--- src/rtl/io_bridge_if.sv ---
// Signal bundle between io_bridge and its core/external neighbours.
// The bridge takes the slave view; whoever drives the inputs takes the master view.
interface io_bridge_if #(
  parameter int DEPTH_LOG = 3
);
  logic [15:0]        ext_in_data;
  logic               ext_in_valid;
  logic               ext_in_ready;
  logic               cpu_rd;
  logic [15:0]        cpu_rd_data;
  logic               cpu_in_empty;
  logic               cpu_wr;
  logic [15:0]        cpu_wr_data;
  logic               cpu_out_full;
  logic [15:0]        ext_out_data;
  logic               ext_out_valid;
  logic               ext_out_ready;
  logic [DEPTH_LOG:0] in_count;
  logic [DEPTH_LOG:0] out_count;
  logic               fault;

  modport master (
    output ext_in_data, ext_in_valid, cpu_rd, cpu_wr, cpu_wr_data, ext_out_ready,
    input  ext_in_ready, cpu_rd_data, cpu_in_empty, cpu_out_full,
           ext_out_data, ext_out_valid, in_count, out_count, fault
  );

  modport slave (
    input  ext_in_data, ext_in_valid, cpu_rd, cpu_wr, cpu_wr_data, ext_out_ready,
    output ext_in_ready, cpu_rd_data, cpu_in_empty, cpu_out_full,
           ext_out_data, ext_out_valid, in_count, out_count, fault
  );
endinterface

--- src/rtl/io_bridge.sv ---
// Two independent circular FIFOs between the core's data pins and an external
// producer/consumer, plus a sticky fault for illegal core accesses.
module io_bridge #(
  parameter int DEPTH_LOG = 3
) (
  input logic        clk,
  input logic        rst,
  io_bridge_if.slave bus
);
  localparam int DEPTH = 1 << DEPTH_LOG;
  localparam logic [DEPTH_LOG:0]   FULL_CNT = (DEPTH_LOG + 1)'(DEPTH);
  localparam logic [DEPTH_LOG-1:0] PTR_ONE  = DEPTH_LOG'(1);
  localparam logic [DEPTH_LOG:0]   CNT_ONE  = (DEPTH_LOG + 1)'(1);

  // Handshake: a word moves on a rising edge exactly when valid && ready were
  // both high before that edge; ready/valid come from registered state only.

  logic [15:0]          r_in_mem  [DEPTH];
  logic [DEPTH_LOG-1:0] r_in_wptr;
  logic [DEPTH_LOG-1:0] r_in_rptr;
  logic [DEPTH_LOG:0]   r_in_count;

  logic [15:0]          r_out_mem [DEPTH];
  logic [DEPTH_LOG-1:0] r_out_wptr;
  logic [DEPTH_LOG-1:0] r_out_rptr;
  logic [DEPTH_LOG:0]   r_out_count;

  logic                 r_fault;

  logic w_in_full, w_in_empty, w_in_push, w_in_pop;
  logic w_out_full, w_out_empty, w_out_push, w_out_pop;
  logic w_bad_rd, w_bad_wr;

  assign w_in_full   = (r_in_count == FULL_CNT);
  assign w_in_empty  = (r_in_count == '0);
  assign w_out_full  = (r_out_count == FULL_CNT);
  assign w_out_empty = (r_out_count == '0);

  assign w_in_push  = bus.ext_in_valid && !w_in_full;
  assign w_in_pop   = bus.cpu_rd && !w_in_empty;
  assign w_out_push = bus.cpu_wr && !w_out_full;
  assign w_out_pop  = !w_out_empty && bus.ext_out_ready;

  assign w_bad_rd = bus.cpu_rd && w_in_empty;
  assign w_bad_wr = bus.cpu_wr && w_out_full;

  always_ff @(posedge clk or posedge rst) begin
    if (rst) begin
      r_in_wptr   <= '0;
      r_in_rptr   <= '0;
      r_in_count  <= '0;
      r_out_wptr  <= '0;
      r_out_rptr  <= '0;
      r_out_count <= '0;
      r_fault     <= 1'b0;
    end else begin
      if (w_in_push) r_in_wptr <= r_in_wptr + PTR_ONE;
      if (w_in_pop)  r_in_rptr <= r_in_rptr + PTR_ONE;
      if (w_in_push && !w_in_pop)      r_in_count <= r_in_count + CNT_ONE;
      else if (!w_in_push && w_in_pop) r_in_count <= r_in_count - CNT_ONE;

      if (w_out_push) r_out_wptr <= r_out_wptr + PTR_ONE;
      if (w_out_pop)  r_out_rptr <= r_out_rptr + PTR_ONE;
      if (w_out_push && !w_out_pop)      r_out_count <= r_out_count + CNT_ONE;
      else if (!w_out_push && w_out_pop) r_out_count <= r_out_count - CNT_ONE;

      if (w_bad_rd || w_bad_wr) r_fault <= 1'b1;
    end
  end

  // Storage is not reset; stale entries are never visible because heads are gated by empty.
  always_ff @(posedge clk) begin
    if (w_in_push)  r_in_mem[r_in_wptr]   <= bus.ext_in_data;
    if (w_out_push) r_out_mem[r_out_wptr] <= bus.cpu_wr_data;
  end

  assign bus.ext_in_ready  = !w_in_full;
  assign bus.cpu_in_empty  = w_in_empty;
  assign bus.cpu_rd_data   = w_in_empty ? 16'h0000 : r_in_mem[r_in_rptr];
  assign bus.cpu_out_full  = w_out_full;
  assign bus.ext_out_valid = !w_out_empty;
  assign bus.ext_out_data  = w_out_empty ? 16'h0000 : r_out_mem[r_out_rptr];
  assign bus.in_count      = r_in_count;
  assign bus.out_count     = r_out_count;
  assign bus.fault         = r_fault;
endmodule

--- src/flat_wrapper.sv ---
// flat-port wrapper written by rule: the top's interface ports become plain ports
module io_bridge_flat 
#(
  parameter int DEPTH_LOG = 3
)
  (clk, rst, bus_ext_in_data, bus_ext_in_valid, bus_cpu_rd, bus_cpu_wr, bus_cpu_wr_data, bus_ext_out_ready, bus_ext_in_ready, bus_cpu_rd_data, bus_cpu_in_empty, bus_cpu_out_full, bus_ext_out_data, bus_ext_out_valid, bus_in_count, bus_out_count, bus_fault);
  io_bridge_if #(.DEPTH_LOG(DEPTH_LOG)) bus_i ();
  input logic clk;
  input logic rst;
  input wire logic [$bits(bus_i.ext_in_data)-1:0] bus_ext_in_data;
  input wire logic [$bits(bus_i.ext_in_valid)-1:0] bus_ext_in_valid;
  input wire logic [$bits(bus_i.cpu_rd)-1:0] bus_cpu_rd;
  input wire logic [$bits(bus_i.cpu_wr)-1:0] bus_cpu_wr;
  input wire logic [$bits(bus_i.cpu_wr_data)-1:0] bus_cpu_wr_data;
  input wire logic [$bits(bus_i.ext_out_ready)-1:0] bus_ext_out_ready;
  output wire logic [$bits(bus_i.ext_in_ready)-1:0] bus_ext_in_ready;
  output wire logic [$bits(bus_i.cpu_rd_data)-1:0] bus_cpu_rd_data;
  output wire logic [$bits(bus_i.cpu_in_empty)-1:0] bus_cpu_in_empty;
  output wire logic [$bits(bus_i.cpu_out_full)-1:0] bus_cpu_out_full;
  output wire logic [$bits(bus_i.ext_out_data)-1:0] bus_ext_out_data;
  output wire logic [$bits(bus_i.ext_out_valid)-1:0] bus_ext_out_valid;
  output wire logic [$bits(bus_i.in_count)-1:0] bus_in_count;
  output wire logic [$bits(bus_i.out_count)-1:0] bus_out_count;
  output wire logic [$bits(bus_i.fault)-1:0] bus_fault;
  assign bus_i.ext_in_data = bus_ext_in_data;
  assign bus_i.ext_in_valid = bus_ext_in_valid;
  assign bus_i.cpu_rd = bus_cpu_rd;
  assign bus_i.cpu_wr = bus_cpu_wr;
  assign bus_i.cpu_wr_data = bus_cpu_wr_data;
  assign bus_i.ext_out_ready = bus_ext_out_ready;
  assign bus_ext_in_ready = bus_i.ext_in_ready;
  assign bus_cpu_rd_data = bus_i.cpu_rd_data;
  assign bus_cpu_in_empty = bus_i.cpu_in_empty;
  assign bus_cpu_out_full = bus_i.cpu_out_full;
  assign bus_ext_out_data = bus_i.ext_out_data;
  assign bus_ext_out_valid = bus_i.ext_out_valid;
  assign bus_in_count = bus_i.in_count;
  assign bus_out_count = bus_i.out_count;
  assign bus_fault = bus_i.fault;
  io_bridge #(.DEPTH_LOG(DEPTH_LOG)) u_core (.clk(clk), .rst(rst), .bus(bus_i));
endmodule
--- config.mk ---
export PLATFORM = sky130hd
export DESIGN_NAME = io_bridge_flat
export DESIGN_NICKNAME = d
export VERILOG_FILES = /design/src/rtl/io_bridge_if.sv /design/src/rtl/io_bridge.sv /design/src/flat_wrapper.sv
export SDC_FILE = /design/constraint.sdc
export NUM_CORES = 1
export LEC_CHECK = 0
export ABC_AREA = 0
export CELL_PAD_IN_SITES_DETAIL_PLACEMENT = 1
export CELL_PAD_IN_SITES_GLOBAL_PLACEMENT = 2
export CORE_UTILIZATION = 41
export DETAILED_ROUTE_END_ITERATION = 16
export PLACE_DENSITY = 0.74
export SYNTH_ARGS = -nofsm -noshare
export SYNTH_HDL_FRONTEND = slang
export SYNTH_SLANG_ARGS = --single-unit
--- constraint.sdc ---
create_clock -name clk -period 2.6 [get_ports clk]
set_clock_uncertainty 0.05 [all_clocks]
set_input_delay 0.52 -clock clk [delete_from_list [all_inputs] [get_ports clk]]
set_output_delay 0.52 -clock clk [all_outputs]
set_load 0.03 [all_outputs]
==> results.yml <==
power_and_ir_drop:
  p_seq_frac: 0.335
  power_leakage_uw: 0.004732
  netSwitchingPower_uw: 6074
  vdd_drop_max_mv: 0.8528
  internal_power_uw: 12090
  power.clock.fraction: 0.224
  p_comb_frac: 0.441
  sw_frac_of_total: 0.3345
  cellPowerDensity_mw_per_mm2: 1295
routing:
  postRouteAntennaNets: 0
  vias: 5471
  routed_via_density: 5.471
  routed_wl_um: 24790
  detail_route.wirelength.met1_um: 10440
  dr.first_iter.drc_count: 342
  routed_wirelength_normalized_by_instance_count_um: 24.79
  met2_wirelength_um: 12940
  routed-wl-met3_um: 939
  drt_drc_violations_left: 0
  top_layer_reached_by_signal_wires: "met4"
  tritonroute_pass_1_iters: 4
die:
  x_dimension_of_the_die_um: 164.7
  row_count: 59
  start_util: 0.4177
  die_height_um: 164.7
  placeable_core_region_mm2: 0.02598
  design.portCount: 83
  fp.dieArea_mm2: 0.02713
clocking:
  clock_sink_count: 277
  clock_latency_ns: 0.55
  tritoncts: "yes"
  cts-buffers-inserted: 30
  cts.clk_slew.worst_paths_ns: 0.06
  h_tree_levels: 1
  cts_max_path_buffers: 3
  cts_root_buf: "sky130_fd_sc_hd__clkbuf_16"
  number_of_buffers_added_to_fix_hold_violations_after_cts: 0
layout:
  nets: 693
  antenna_diode_count: 0
  post_route_cells_drive_above_1_share: 0.3639
  flow.area_growth_from_synthesis_pct: 29.20
  final-instance-count-excl-fill: 1000
place:
  port_buffers: 82
  hpwlAfterDp_um: 13660
  numPlacedInstances: 929
  gpl.final_weighted_congestion: 0.7364
global_routing:
  pin_count_of_the_biggest_net_entering_global_routing: 35
  grt_usage: 0.1861
  grt_pass1_vias: 6023
  grt_pass1_wl_um: 36500
  globalRouteOverflowTotal: 0
  antenna_found_initial: 0
setup_path:
  r2r.worst_path.cells: 10
  worst_ep_required_time_ns: 2.03
  setup.reg_to_reg.worst_slack_ns: 0.07
  worstSetupStartpoint: "u_core.bus.in_count[1]"
  critPathLaunchType: "register"
  critPathCaptureType: "primary output"
  worstPathMaxFanout: 16
  crit_type: "reg2out"
  worst_setup_path_endpoint: "bus_cpu_rd_data[2]"
  critical_path.cell_chain: "or4_4 -> and2_4 -> a22o_4 -> buf_12"
  r2r-start: "u_core.bus.in_count[0]"
  critical_path_arrival_ns: 2.24
  critical_path.slowest_cell: "sky130_fd_sc_hd__or4_4"
  rr_endpoint: "u_core.bus.in_count[3]"
  cpPeakStageDelay_ns: 0.57
logic_synthesis:
  synth_warnings: 0
  synthMostInstantiatedCell: "sky130_fd_sc_hd__edfxtp_1"
  synth.cells.most_frequent: "256 x sky130_fd_sc_hd__edfxtp_1, 64 x sky130_fd_sc_hd__mux4_2, 32 x sky130_fd_sc_hd__a22o_1, 21 x sky130_fd_sc_hd__dfrtp_1"
  synth_seq_area_share: 0.7567
  synth.distinct_cells: 36
  synth-seq-cells: 277
  netlist_area_before_placement_mm2: 0.01085
  synth.top_cells.by_area: "sky130_fd_sc_hd__edfxtp_1 71%, sky130_fd_sc_hd__mux4_2 13%, sky130_fd_sc_hd__dfrtp_1 4.8%, sky130_fd_sc_hd__a22o_1 2.6%, sky130_fd_sc_hd__ha_1 1.2%"
  post_synth.cell_area_avg_um2: 21.45
  synth-async-reset-ratio: 0.07581
  synthDominantAreaCellType: "sky130_fd_sc_hd__edfxtp_1"
  postSynth.topFlopCell: "sky130_fd_sc_hd__edfxtp_1"
  synth_edf_count: 256
  synth_largest_type_area_fraction: 0.7082
  synthesis.instances: 506
  synthesized_netlist_net_count: 556
status:
  violations: "setup timing"
  outcome: "complete, but fails checks"
min_path:
  min_path_type: "in2async"
timing:
  period_needed_ns: 2.808
  fmax_ghz: 0.3561
  fin_worst_hold_slack_ns: 0.4062
  slew_headroom: 0.4347
  min_period_over_period: 1.080
  final-setup-viol-count: 32
  measured_slew_at_the_worst_slew_check_pin_ns: 0.8470
  final_max_slew_viol_count: 0
  setup_slack_ns: -0.2083
  grt_setup_unrepaired: "true"
  report.final.hold_viol_count: 0
flow_run:
  drv.max_cap_violation_count: 0
==> flip-flops by register name (all words and copies together) (netlist names), 3 cells and up <==
register              cells
u_core.r_out_wptr         3
u_core.bus.in_count       4
u_core.r_out_rptr         3
u_core.r_in_wptr          3
u_core.bus.out_count      4
u_core.r_out_mem        128
u_core.r_in_rptr          3
u_core.r_in_mem         128
==> metal layers <==
metal	vias to the layer above	track usage
li1	2405	-
met1	2911	0.2388
met2	122	0.3273
met3	33	0.03089
met4	0	0.04837
met5	-	0
==> worst max-delay path, delay by kind of cell, from the launching register on <==
family | cells | cell delay, ns
AOI/OAI and AO/OA | 1 | 0.31
DFF | 1 | 0.42
buffers and inverters | 1 | 0.14
and+or+nand+nor | 2 | 0.83
==> metrics by stage <==
step           setup slack (ns)  setup TNS, ns  cell area (µm²)  power, µW    util
2_1_floorplan          -0.02380       -0.02380            10990      10400       -
3_3_place_gp            0.02135              0            12680      13140  0.4879
3_5_place_dp           -0.01575       -0.01575            12680      13360  0.4879
4_1_cts                 -0.2274         -5.441            13980      18240  0.5381
5_1_grt                 -0.2517         -6.565            14020      18900  0.5397
6_report                -0.2083         -5.006            14020      18160  0.5397
==> repair_timing <==
action	4_1_cts	5_1_grt
pin swaps	11	9
gates resized for setup	60	8
endpoints found under the setup margin	36	35
buffers inserted	12	2
gates cloned	6	1
==> cell usage in the layout (no fill, tap or decap), types with 4 or more instances in the layout <==
master and instances:
sky130_fd_sc_hd__dfrtp_1 13, sky130_fd_sc_hd__ha_4 4, sky130_fd_sc_hd__nand3b_1 4, sky130_fd_sc_hd__nor2_1 6, sky130_fd_sc_hd__clkbuf_16 31, sky130_fd_sc_hd__clkdlybuf4s50_1 46, sky130_fd_sc_hd__buf_12 27, sky130_fd_sc_hd__mux4_2 64
sky130_fd_sc_hd__nand3_1 7, sky130_fd_sc_hd__buf_16 5, sky130_fd_sc_hd__or3_1 6, sky130_fd_sc_hd__buf_4 19, sky130_fd_sc_hd__edfxtp_1 256, sky130_fd_sc_hd__ha_1 6, sky130_fd_sc_hd__nor3_2 8, sky130_fd_sc_hd__dfrtp_2 8
sky130_fd_sc_hd__nand2_1 5, sky130_fd_sc_hd__a22o_4 6, sky130_fd_sc_hd__nand2b_1 4, sky130_fd_sc_hd__xnor2_1 12, sky130_fd_sc_hd__clkbuf_1 9, sky130_fd_sc_hd__clkbuf_8 7, sky130_fd_sc_hd__mux2_2 5, sky130_fd_sc_hd__a22o_1 26
sky130_fd_sc_hd__buf_6 28
==> logic make-up after synthesis <==
logic type	count (synthesis)	synth area share
flops	277	0.7567
mux	72	0.1409
simple gates	56	0.02940
compound gates	43	0.03320
buf+inv	34	0.01499
xor+xnor	12	0.009683
fa+ha+maj	12	0.01522
==> power groups by stage <==
stage          Combinational [µW]  Sequential, µW  Clock (µW)
6_report                     8010            6080        4070
5_1_grt                      8450            6150        4310
4_1_cts                      8040            6070        4130
3_3_place_gp                 7060            6080           0
2_1_floorplan                4230            6170           0
3_5_place_dp                 7210            6150           0
==> layout make-up <==
cell class	instances	area [µm²]
Inverter	7	28.78
Tap cell	335	419.2
Timing Repair Buffer	130	1652
Sequential cell	277	8223
Clock buffer	46	880.8
Multi-Input combinational cell	197	2741
Fill cell	2284	11960
Clock inverter	8	78.83
==> worst min path at each step <==
stage | slack [ns] | endpoint
floorplan | 0.41 | u_core.r_out_rptr[2]
global placement | 0.43 | u_core.r_in_rptr[2]
detailed placement | 0.42 | u_core.bus.fault
CTS | 0.43 | u_core.bus.out_count[3]
global route | 0.47 | u_core.bus.fault
finish | 0.41 | u_core.bus.out_count[3]
Note: power is estimated with default switching activity, not from simulation.
